===== config.mk =====
export PLATFORM = sky130hd
export DESIGN_NAME = serial_sub
export DESIGN_NICKNAME = d
export VERILOG_FILES = /design/src/rtl/serial_sub.sv
export SDC_FILE = /design/constraint.sdc
export NUM_CORES = 1
export LEC_CHECK = 0
export BUFFER_PORTS_ARGS = -buffer_cell sky130_fd_sc_hd__buf_2
export CORE_MARGIN = 2
export CORE_UTILIZATION = 42
export DETAILED_ROUTE_END_ITERATION = 12
export GPL_TIMING_DRIVEN = 0
export PLACE_DENSITY = 0.7
export SKIP_CTS_REPAIR_TIMING = 1
export SLEW_MARGIN = 20
export SYNTH_ARGS = -nofsm -noshare
export SYNTH_HDL_FRONTEND = slang
export SYNTH_SLANG_ARGS = --single-unit

===== constraint.sdc =====
create_clock -name clk -period 2.5 [get_ports clk]
set_clock_uncertainty 0.05 [all_clocks]
set_input_delay 0.25 -clock clk [delete_from_list [all_inputs] [get_ports clk]]
set_output_delay 0.25 -clock clk [all_outputs]
set_load 0.01 [all_outputs]

===== src/rtl/serial_sub.sv =====
// Bit-serial LSB-first subtractor: one full_sub cell plus a registered borrow,
// WIDTH cycles per operation. Optional signed-overflow port via SERIAL_SUB_OVF_EN.

module full_sub (
   input  logic a,
   input  logic b,
   input  logic bin,
   output logic sub,
   output logic bor
);
   assign sub = a ^ b ^ bin;
   assign bor = (~a & b) | (~(a ^ b) & bin);
endmodule

module serial_sub #(
   parameter int WIDTH = 8
) (
   input  logic             clk,
   input  logic             rst_n,
   input  logic             start,
   input  logic [WIDTH-1:0] a,
   input  logic [WIDTH-1:0] b,
   output logic             busy,
   output logic             done,
   output logic [WIDTH-1:0] diff,
   output logic             bout
`ifdef SERIAL_SUB_OVF_EN
   ,
   output logic             ovf
`endif
);
   localparam int CNT_W = $clog2(WIDTH + 1);

   typedef enum logic [1:0] {IDLE, RUN, DONE} state_t;

   state_t state, next_state;

   logic [WIDTH-1:0] a_sh, b_sh;
   logic [WIDTH-2:0] r_sh;
   logic             brw;
   logic [CNT_W-1:0] cnt;
   logic             sub, bor;
   logic             accept, last;
   logic [WIDTH-1:0] r_next;
`ifdef SERIAL_SUB_OVF_EN
   logic             a_msb, b_msb;
`endif

   full_sub u_fs (
      .a   (a_sh[0]),
      .b   (b_sh[0]),
      .bin (brw),
      .sub (sub),
      .bor (bor)
   );

   assign accept = start && (state == IDLE || state == DONE);
   assign last   = (state == RUN) && (cnt == CNT_W'(WIDTH - 1));
   // The bit leaving r_sh would be discarded, so only WIDTH-1 bits are stored.
   assign r_next = {sub, r_sh};

   always_ff @(posedge clk) begin
      if (!rst_n) state <= IDLE;
      else        state <= next_state;
   end

   always_comb begin
      next_state = state;
      busy       = 1'b0;
      done       = 1'b0;
      case (state)
         IDLE: if (start) next_state = RUN;
         RUN: begin
            busy = 1'b1;
            if (last) next_state = DONE;
         end
         DONE: begin
            done       = 1'b1;
            next_state = start ? RUN : IDLE;
         end
         default: next_state = IDLE;
      endcase
   end

   always_ff @(posedge clk) begin
      if (!rst_n) begin
         a_sh <= '0;
         b_sh <= '0;
         r_sh <= '0;
         brw  <= 1'b0;
         cnt  <= '0;
         diff <= '0;
         bout <= 1'b0;
`ifdef SERIAL_SUB_OVF_EN
         a_msb <= 1'b0;
         b_msb <= 1'b0;
         ovf   <= 1'b0;
`endif
      end else if (accept) begin
         a_sh <= a;
         b_sh <= b;
         brw  <= 1'b0;
         cnt  <= '0;
`ifdef SERIAL_SUB_OVF_EN
         a_msb <= a[WIDTH-1];
         b_msb <= b[WIDTH-1];
`endif
      end else if (state == RUN) begin
         a_sh <= a_sh >> 1;
         b_sh <= b_sh >> 1;
         r_sh <= r_next[WIDTH-1:1];
         brw  <= bor;
         cnt  <= cnt + CNT_W'(1);
         // Results are published only on the final bit so diff never shows partial shifts.
         if (last) begin
            diff <= r_next;
            bout <= bor;
`ifdef SERIAL_SUB_OVF_EN
            ovf  <= (a_msb != b_msb) && (sub != a_msb);
`endif
         end
      end
   end
endmodule


# [After elaboration in Yosys (flattened, before gate mapping)]
# Cells that the tools add are included.
[totals] wordCells=42 inputBits=19 reg_bits=39 output_inout_bits=11
[op_classes] reduce_logical=9 bitwise=9 add_sub_neg=1 n_mux=10 eq_ne=5
[ops] op="8-bit 2-to-1 mux" count=4
[ops] op="2-bit one-hot mux with 3 select lines" count=1
[ops] op="4-bit by 1-bit adder with 4-bit output, second input constant" count=1
[ops] op="4-bit by 3-bit equality test with 1-bit output, second input constant" count=1
[ops] op="2-bit 2-to-1 mux" count=2
[ops] op="2-bit != test, second input constant" count=2
[ops] op="1-bit NOT" count=4
[ops] op="2-bit AND reduction" count=2
[ops] op="1-bit 2-to-1 mux" count=3
[ops] op="3-bit AND reduction" count=1
[ops] op="1-bit bitwise AND" count=2
[ops] op="2-bit by 1-bit equality test with 1-bit output, second input constant" count=1
[ops] op="2-bit equality test, second input constant" count=1
[ops] op="1-bit logical AND" count=2
[ops] op="2-bit zero test" count=1
[ops] op="2-bit nonzero test" count=1
[ops] op="2-bit OR reduction" count=1
[ops] op="1-bit bitwise XOR" count=2
[ops] op="1-bit logical OR" count=1
[ops] op="1-bit bitwise OR" count=1

# [Depth between registers and ports, before layout]
# Gate-level depths: netlist (run 1).
[depth] depth_word=5 depth_mapped=5 depth_no_buf=4

# [By module]
# From an unflattened synthesis (run 1), not the netlist that was laid out.
[hier_totals] cells_unflattened=188 area_unflattened_um2=1602.8
[by_module_without_submodules] mod="serial_sub" instances=1 area_each_um2=1571.5 cells_per_inst=184 seq_area_each_um2=780.7
[by_module_without_submodules] mod="full_sub" instances=1 area_each_um2=31.3 cells_per_inst=4 seq_area_each_um2=0.0

# [Least setup slack after synthesis (run 1)]
# OpenSTA, ideal clock, no wires.
[synth_path] kind="register to register" start="reg cnt[0]" end="reg bout" path_slack_ns=1.280 n_path_buf=0 stages_incl_launch_ff=5 arrival_ns=1.098 required_time_ns=2.378 setup_time_ns=0.072 period_less_slack_ns=1.220 path_cell_list="dfxtp_1 -> ha_1 -> nand3b_1 -> nor2_4 -> mux2i_1"
[synth_between] elab_chain_cells=3
[synth_lines] element="start: declaration" line="41" source="logic [CNT_W-1:0] cnt;"
[synth_lines] element="start signal: assignment" line="113" source="cnt <= cnt + CNT_W'(1);"
[synth_lines] element="4-bit by 3-bit equality test with 1-bit output" line="58" source="assign last = (state == RUN) && (cnt == CNT_W'(WIDTH - 1));"
[synth_lines] element="1-bit logical AND" line="58"
[synth_lines] element="3-bit AND reduction (no source line)"
[synth_lines] element="end signal: assignment" line="117" source="bout <= bor;"
[synth_lines] element="end: declaration" line="26" source="output logic bout"
# Every way passes these cells.
# A chain may end at the register's enable or synchronous reset.

# [Final worst setup path (run 1)]
[layout_path] start="reg state[1]" end="out busy"
[layout_between] elab_chain_cells=2
[layout_lines] element="start: declaration" line="36" source="state_t state, next_state;"
[layout_lines] element="start signal: assignment" line="64" source="else state <= next_state;"
[layout_lines] element="2-bit by 1-bit equality test with 1-bit output" line="71" source="case (state)"
[layout_lines] element="1-bit 2-to-1 mux" line="71"
[layout_lines] element="end: declaration" line="23" source="output logic busy,"
# Every way passes these cells.

==> results of run 1 <==
## power by group through the flow
stage | registers (W) | logic, W | clock network (W)
after CTS | 0.000666 | 0.000140 | 0.000472
after global routing | 0.000670 | 0.000159 | 0.000498
after floorplan | 0.000677 | 0.0000982 | 0
after detailed placement | 0.000680 | 0.000139 | 0
after global placement | 0.000681 | 0.000138 | 0
final | 0.000667 | 0.000139 | 0.000461
## worst max-delay path, delay by kind of cell (launching register included)
family | cells | cell delay [ps]
buf+inv | 3 | 650
simple gates | 1 | 130
flops | 1 | 330
## how the worst min path moves through the flow
| stage | start | cells after the start | endpoint | slack [ps] |
|---|---|---|---|---|
| finish | b[7] | 3 | b_sh[7] | 140 |
| CTS | b[7] | 3 | b_sh[7] | 140 |
| detailed placement | b_sh[7] | 2 | b_sh[7] | 400 |
| global route | b[7] | 3 | b_sh[7] | 150 |
| floorplan | b[7] | 2 | b_sh[7] | 330 |
| global placement | b_sh[7] | 2 | b_sh[7] | 390 |
## sequential cells by signal, indices dropped and copies added, names as in the netlist
name and count:
a_sh 8, b_sh 8, diff 8, r_sh 7, cnt 4, state 2
bout 1, brw 1
## cell usage after synthesis
library cell | count | share of area
sky130_fd_sc_hd__nand2b_2 | 1 | 0.0055
sky130_fd_sc_hd__inv_1 | 2 | 0.0047
sky130_fd_sc_hd__nand2b_1 | 2 | 0.0079
sky130_fd_sc_hd__nor3_1 | 7 | 0.022
sky130_fd_sc_hd__nand3_1 | 4 | 0.013
sky130_fd_sc_hd__nor2_1 | 10 | 0.024
sky130_fd_sc_hd__clkinv_1 | 1 | 0.0024
sky130_fd_sc_hd__a21boi_0 | 10 | 0.047
sky130_fd_sc_hd__or3_1 | 1 | 0.0039
sky130_fd_sc_hd__a31oi_1 | 5 | 0.020
sky130_fd_sc_hd__and2_1 | 1 | 0.0039
sky130_fd_sc_hd__o21ai_0 | 5 | 0.016
sky130_fd_sc_hd__clkbuf_1 | 4 | 0.0095
sky130_fd_sc_hd__a211oi_1 | 1 | 0.0047
sky130_fd_sc_hd__and2b_1 | 1 | 0.0047
sky130_fd_sc_hd__dfxtp_1 | 39 | 0.49
sky130_fd_sc_hd__nand2_1 | 46 | 0.11
sky130_fd_sc_hd__buf_2 | 8 | 0.025
sky130_fd_sc_hd__mux2i_1 | 9 | 0.057
sky130_fd_sc_hd__o221ai_1 | 8 | 0.044
sky130_fd_sc_hd__xor2_1 | 1 | 0.0055
sky130_fd_sc_hd__xnor2_1 | 1 | 0.0055
sky130_fd_sc_hd__nor2b_1 | 2 | 0.0079
sky130_fd_sc_hd__buf_6 | 1 | 0.0071
sky130_fd_sc_hd__ha_1 | 1 | 0.0079
sky130_fd_sc_hd__a22oi_1 | 2 | 0.0095
sky130_fd_sc_hd__fa_1 | 1 | 0.013
sky130_fd_sc_hd__a21oi_1 | 4 | 0.013
sky130_fd_sc_hd__nor2_4 | 1 | 0.0071
sky130_fd_sc_hd__nand3b_1 | 2 | 0.0095
## stage by stage
step           hold slack (ps)  area (um2)  std cells  setup WS (ps)   util
2_1_floorplan              332        1590        181           1280      -
3_3_place_gp               391        1790        257           1090  0.488
3_5_place_dp               397        1790        257           1090  0.488
4_1_cts                    136        1890        265            769  0.516
5_1_grt                    155        1890        265            674  0.516
6_report                   139        1890        265            797  0.516
## placed cells by master, fill, tap and decap left out, drive strengths merged
master  netlist  routed
nand2        46      46
a21boi       10      10
a21oi         4       4
nand2b        3       3
and2          1       1
nand3b        2       2
nor3          7       7
xor2          1       1
o21ai         5       5
o221ai        8       8
a22oi         2       2
inv           2       2
mux2i         9       9
ha            1       1
a31oi         5       5
nor2b         2       2
nand3         4       4
or3           1       1
clkbuf        4      12
xnor2         1       1
dfxtp        39      39
and2b         1       1
a211oi        1       1
clkinv        1       1
fa            1       1
nor2         11      11
buf           9      37
## final cells by class
type                    instances  area share
multi-input cells             126       0.386
repair buffers                 28      0.0742
flip-flops and latches         39       0.414
well taps                      48      0.0318
inverters                       3     0.00596
plain buffers                  13      0.0351
clock buffers                   8      0.0530
## cell families (layout without fill, tap and decap cells)
kind of cell / count (synthesis) / in the layout / synth area share
compound gates: 35 / 35 / 0.154
xor+xnor: 2 / 2 / 0.0110
fa+ha+maj: 2 / 2 / 0.0205
buf+inv: 16 / 52 / 0.0489
flops: 39 / 39 / 0.492
mux: 9 / 9 / 0.0567
simple gates: 78 / 78 / 0.217
## metal layers
metal / vias up / GRT usage / routed length, um / share of wire
met5: - / 0 / 0 / 0
met4: 0 / 0.0781 / 57 / 0.017
met3: 6 / 0.0531 / 148 / 0.045
met2: 31 / 0.274 / 1490 / 0.46
met1: 608 / 0.230 / 1570 / 0.48
li1: 682 / - / - / -
==> impl_summary.md, run 1 <==
Setup path
The largest fanout on the critical path is 10. The worst setup path is captured at an output port. The capture point of the worst path is busy.

The cell that appears most often on the critical path is sky130_fd_sc_hd__buf_2. Across all register-to-register paths, the minimum setup slack is ~1100 ps. The signal on the critical path passes through nand2b_2 -> clkinv_1 -> buf_2 -> buf_2. STA classifies the critical path startpoint as a register.

The number of cells on the worst reg-to-reg path is 4. The endpoint of the worst register-to-register path is diff[2]. The critical path arrival is 1400 ps. The highest cell delay on the worst timing path is between 300 and 400 ps. The data required time of the critical path is about 2200 ps. Tracing the worst setup path back leads to its startpoint at state[1]. The critical path in this run is classified as reg2out. The startpoint identified for the worst register-to-register timing path is cnt[0]. On the critical path, the stage with the largest delay is an instance of sky130_fd_sc_hd__dfxtp_1.

Timing
At the pin with the least slew margin, the transition time is ~470 ps. The count of final max-slew check failures is 0. The accumulated negative setup slack is 0 ps. The highest achievable clock rate is just under 0.6 GHz. Setup violations remaining at the end of the flow were counted as 0.

The period utilization is 0.681. The number of failing hold endpoints at the final stage was 0. Setup repair after global routing left no endpoint under its margin. The max-slew headroom at the worst pin is 0.684. The routed design could run at a clock period as short as 1700 ps.

Finish
The count of nets after finishing is roughly 240. The area occupied by multi-input gates is between 700 and 800 um2. The number of diodes added for antenna fixing is 0. Registers take roughly 780 um2. The fraction of layout instances using a drive strength above 1 is 0.212. After filler insertion, the fill cell instance count of the layout stands at ~350. The area overhead of the layout relative to synthesis is 18.9%.

Synth
The sequential fraction of the synthesis area is 0.492. After technology mapping, the gate count stands at between 150 and 200. The total nets after synthesis is a little over 200. The area of the mapped netlist is roughly 0.0016 mm2. In this run, synthesis produced a sequential element count of 39. The mean instance size in the synthesized netlist is between 8 and 9 um2.

The number of warnings printed during yosys synthesis is 0. The count of cell types in the netlist is 30.

Floorplan
The effective utilization at floorplan is 0.434. In this run the horizontal extent of the chip is around 65 um. The die is between 60 and 70 um tall.

Pin placement for this block handled 30 I/O pins. The die covers 0.00429 mm2. The count of standard-cell rows is 22. After floorplanning, the core was sized to cover around 0.0037 mm2.

Routing
The vias after detailed routing is between 1000 and 1500. The count of nets left with antenna violations once routing finished came out at 0. The via-per-instance ratio is 5.01. The residual DRC count is 0. The routed wire length is about 3300 um. The detailed-routing iteration count for the pre-antenna-repair pass is 4. In the final routed layout, each cell accounts on average for around 12 um. The first routing iteration left 36 violations.

Clocking
For this design, the sink count on the clock tree is 39. The library cell used as clock root buffer is sky130_fd_sc_hd__clkbuf_8. The clock passes through at most 2 buffers. Clock-pin slew was measured on the worst setup and hold paths at 70 ps. TritonCTS built the clock tree.

In this run the number of H-tree levels came out at 2. The later pin in the worst-skew pair is clocked with a latency of 290 ps. The number of clock buffers added by TritonCTS is 5.

Global route
The initial antenna violation count was 0. The remaining global-route overflow is 0. The via count of the first global-routing pass was ~1300. For this run, the total global-route usage over all layers was measured as 0.178. The first-pass GRT wire length is between 5000 and 6000 um. Entering global routing, the biggest net connects 12 pins.

Pwr
The internal portion of the total power is roughly 0.00096 W. IR analysis of the VDD net gives a maximum drop of ~360 uV. Summed over all nets, the switching power comes to slightly above 0.0003 W. The power per standard cell area is approximately 670 mW/mm2. The net switching fraction of the power is 0.243. The clock network fraction of design power is 0.364. The static leakage power is 0.719 nW. The design draws 0.00127 W. Of the total power, registers draw 0.526. Of the total power, combinational logic draws 0.110.

Job
The max capacitance violation total is 0.

Placement
The final RePlAce weighted congestion is roughly 0.74. The detailed placement HPWL is roughly 2300 um. Port buffering added 28 buffers.

Hold path
The type of the most critical hold path is in2reg.

Outcome
The flow ran to the end, and the final reports show no timing, DRC or antenna violations.
Power figures use the tool's default switching activity.
==> run 2, diff against run 1 <==
Clock period 2.5 ns to 1.6 ns, I/O delays scaled along.
==> impl_summary.md, run 2 (synthesis results as in run 1) <==
Setup path
The largest delay contributor family on the critical path was buffers and inverters (unchanged). The data required time of the critical path is 1390 ps (was 2200 ps). Cells along the critical path: nand2b_2 -> clkinvlp_4 -> buf_2 (was nand2b_2 -> clkinv_1 -> buf_2 -> buf_2). The critical path arrival is 1210 ps (was 1400 ps). The cell at the slowest stage of the critical path is sky130_fd_sc_hd__dfxtp_1 (unchanged). The critical path class is reg2out (unchanged). The largest fanout on the critical path is 12 (was 10). The number of cells on the worst reg-to-reg path is 4 (unchanged).

The nature of the critical path endpoint is an output port (unchanged). The highest cell delay on the worst timing path came to 330 ps (about the same). The number of logic stages on the critical path including buffering is 3 (was 4). The element type at the critical path start was a register (unchanged).

The count of buffering cells on the critical path with inverters included is 2 (was 3).

Clocking
The number of buffers inserted during clock tree synthesis is 5 (unchanged). The clock tree from TritonCTS was built (unchanged). The library cell used as clock root buffer is sky130_fd_sc_hd__clkbuf_8 (unchanged). The clock tree buffer depth was 2 (unchanged). The clock-pin slew reported for the worst setup and hold paths after clock tree synthesis came to 70 ps (about the same).

The count of clock tree sinks is 39 (unchanged). The worst-skew pair later-pin latency is 290 ps (about the same). The H-tree depth reported by CTS is 2 (unchanged).

Floorplan
The effective utilization at floorplan is 0.434 (unchanged). The die outline area is 0.00429 mm2 (unchanged). The vertical die dimension was 65.5 um (unchanged). The count of standard-cell rows is 22 (unchanged). The area of the core is 0.00366 mm2 (unchanged). The number of placed I/O pins came to 30 (unchanged).

The width of the die was 65.5 um (unchanged).

Timing
The worst hold margin is 50.4 ps (was 139 ps). The final setup slack of the worst path is 177 ps (was 797 ps). The max-slew headroom at the worst pin is 0.681 (was 0.684). The count of final max-slew check failures was 0 (unchanged). Setup repair after global routing missed its margin: no (unchanged). The number of failing hold endpoints at the final stage is 0 (unchanged). The post-layout minimum cycle time is about 1400 ps.

The slew at the pin closest to its max-slew limit is 479 ps (was 473 ps). The total of endpoints with negative setup slack in the final report was 0 (unchanged). The highest achievable clock rate is roughly 0.70 GHz. The period utilization is 0.889.

Placement
The post-placement setup slack came to 203 ps (was 1090 ps). The detailed placement HPWL is 2270 um (unchanged). The final RePlAce weighted congestion came to 0.735 (unchanged). The total placed cells including tap cells is 257 (unchanged).

The count of input and output buffers is 28 (unchanged). The placed cell area is 0.00179 mm2 (unchanged).

Pwr
The overall power is 0.00200 W (was 0.00127 W). The power per standard cell area was 1030 mW/mm2 (was 671 mW/mm2). The static leakage power was 0.748 nW (was 0.719 nW). The worst ir drop on vdd was 554 uV (was 357 uV).

Routing
The vias after detailed routing is 1329 (was 1327). The average detailed-routed wire length per instance is 12.3 um (about the same). The number of nets with antenna violations after routing is 0 (unchanged).

The detailed-routing iteration count for the pre-antenna-repair pass is 4 (unchanged). The routed wire length is 3330 um (was 3260 um). The DRC marker count from the first detailed-route iteration came to 46 (was 36). The via-per-instance ratio is 4.90 (was 5.01).

The residual DRC count is 0 (unchanged).

Global route
The first-pass GRT wire length is 5690 um (unchanged). The initial antenna violation count was 0 (unchanged). The largest net degree at the start of global routing is 12 (unchanged). The remaining global-route overflow is 0 (unchanged). The total routing resource utilization after global routing came to 0.178 (unchanged).

The via count of the first global-routing pass was 1266 (unchanged).

Finish
The number of diodes added for antenna fixing came to 0 (unchanged). The area overhead of the layout relative to synthesis is 22.1% (was 18.9%). The summed area of non-filler cells in the final layout is 0.00194 mm2 (was 0.00189 mm2). The number of standard cells in the final layout excluding fillers is 271 (was 265).

Leading cell types in the layout, fill and taps excluded: 46 x sky130_fd_sc_hd__nand2_1, 39 x sky130_fd_sc_hd__dfxtp_1, 35 x sky130_fd_sc_hd__buf_2, 10 x sky130_fd_sc_hd__a21boi_0, 10 x sky130_fd_sc_hd__nor2_1 (was 46 x sky130_fd_sc_hd__nand2_1, 39 x sky130_fd_sc_hd__dfxtp_1, 36 x sky130_fd_sc_hd__buf_2, 10 x sky130_fd_sc_hd__a21boi_0, 10 x sky130_fd_sc_hd__nor2_1). The count of nets after finishing is 243 (was 237). The fraction of layout instances using a drive strength above 1 is 0.238 (was 0.212). The most frequent standard cell in the layout excluding fill and tap cells is sky130_fd_sc_hd__nand2_1 (unchanged). The filler cell count is 354 (was 353). Largest registers ranked by flip-flop count: a_sh: 8 flops, b_sh: 8 flops, diff: 8 flops (unchanged).

Hold path
The number of instances on the worst hold path was 3 (unchanged). The type of the most critical hold path is in2reg (unchanged).

Job
The max capacitance violation total was 0 (unchanged).

Outcome
Status: finished clean (unchanged).
[run 2: cell types whose count changed in the layout (fill, tap and decap cells not counted), sizes merged]
| cell | before | now |
|---|---|---|
| buf | 37 | 43 |
| clkinvlp | 0 | 1 |
| clkinv | 1 | 0 |
[run 2: area by class of cell]
cell class,instances,area [um2],area share
clock buffer,8,100,0.0516
tap,48,60.1,0.0310
inverter,3,15.0,0.00774
buffer,12,61.3,0.0316
sequential,39,781,0.403
timing repair buffer,35,193,0.0994
multi-input combinational,126,729,0.376
[run 2: worst reg2reg max path, delay by kind of cell, from the launching register on]
family | cells | cell delay (ps)
muxes | 1 | 230
adders and majority gates | 1 | 190
DFF | 1 | 370
and+or+nand+nor | 2 | 480
[run 2: report_power, final]
part	internal, W	leakage (nW)	total (W)	switching (W)
Combinational	0.000105	0.379	0.000238	0.000133
Sequential	0.00102	0.318	0.00104	0.0000261
Clock	0.000393	0.0515	0.000721	0.000328
Total	0.00151	0.748	0.00200	0.000487
[run 2: worst paths after layout]
path	from	to	slack (ps)
min reg2reg	b_sh[7]	b_sh[7]	400
min	b[7]	b_sh[7]	50
max	state[1]	busy	180
max reg2reg	cnt[0]	diff[2]	210
[run 2: per-layer routing]
layer | global-route usage | part of all wire
met1 | 0.230 | 0.48
met3 | 0.0531 | 0.047
met4 | 0.0781 | 0.017
met5 | 0 | 0
met2 | 0.274 | 0.46
[run 2: through the flow]
step / utilization / setup TNS (ps)
6_report: 0.530 / 0
5_1_grt: 0.530 / 0
4_1_cts: 0.516 / -40.9
3_5_place_dp: 0.488 / 0
3_3_place_gp: 0.488 / 0
2_1_floorplan: - / 0
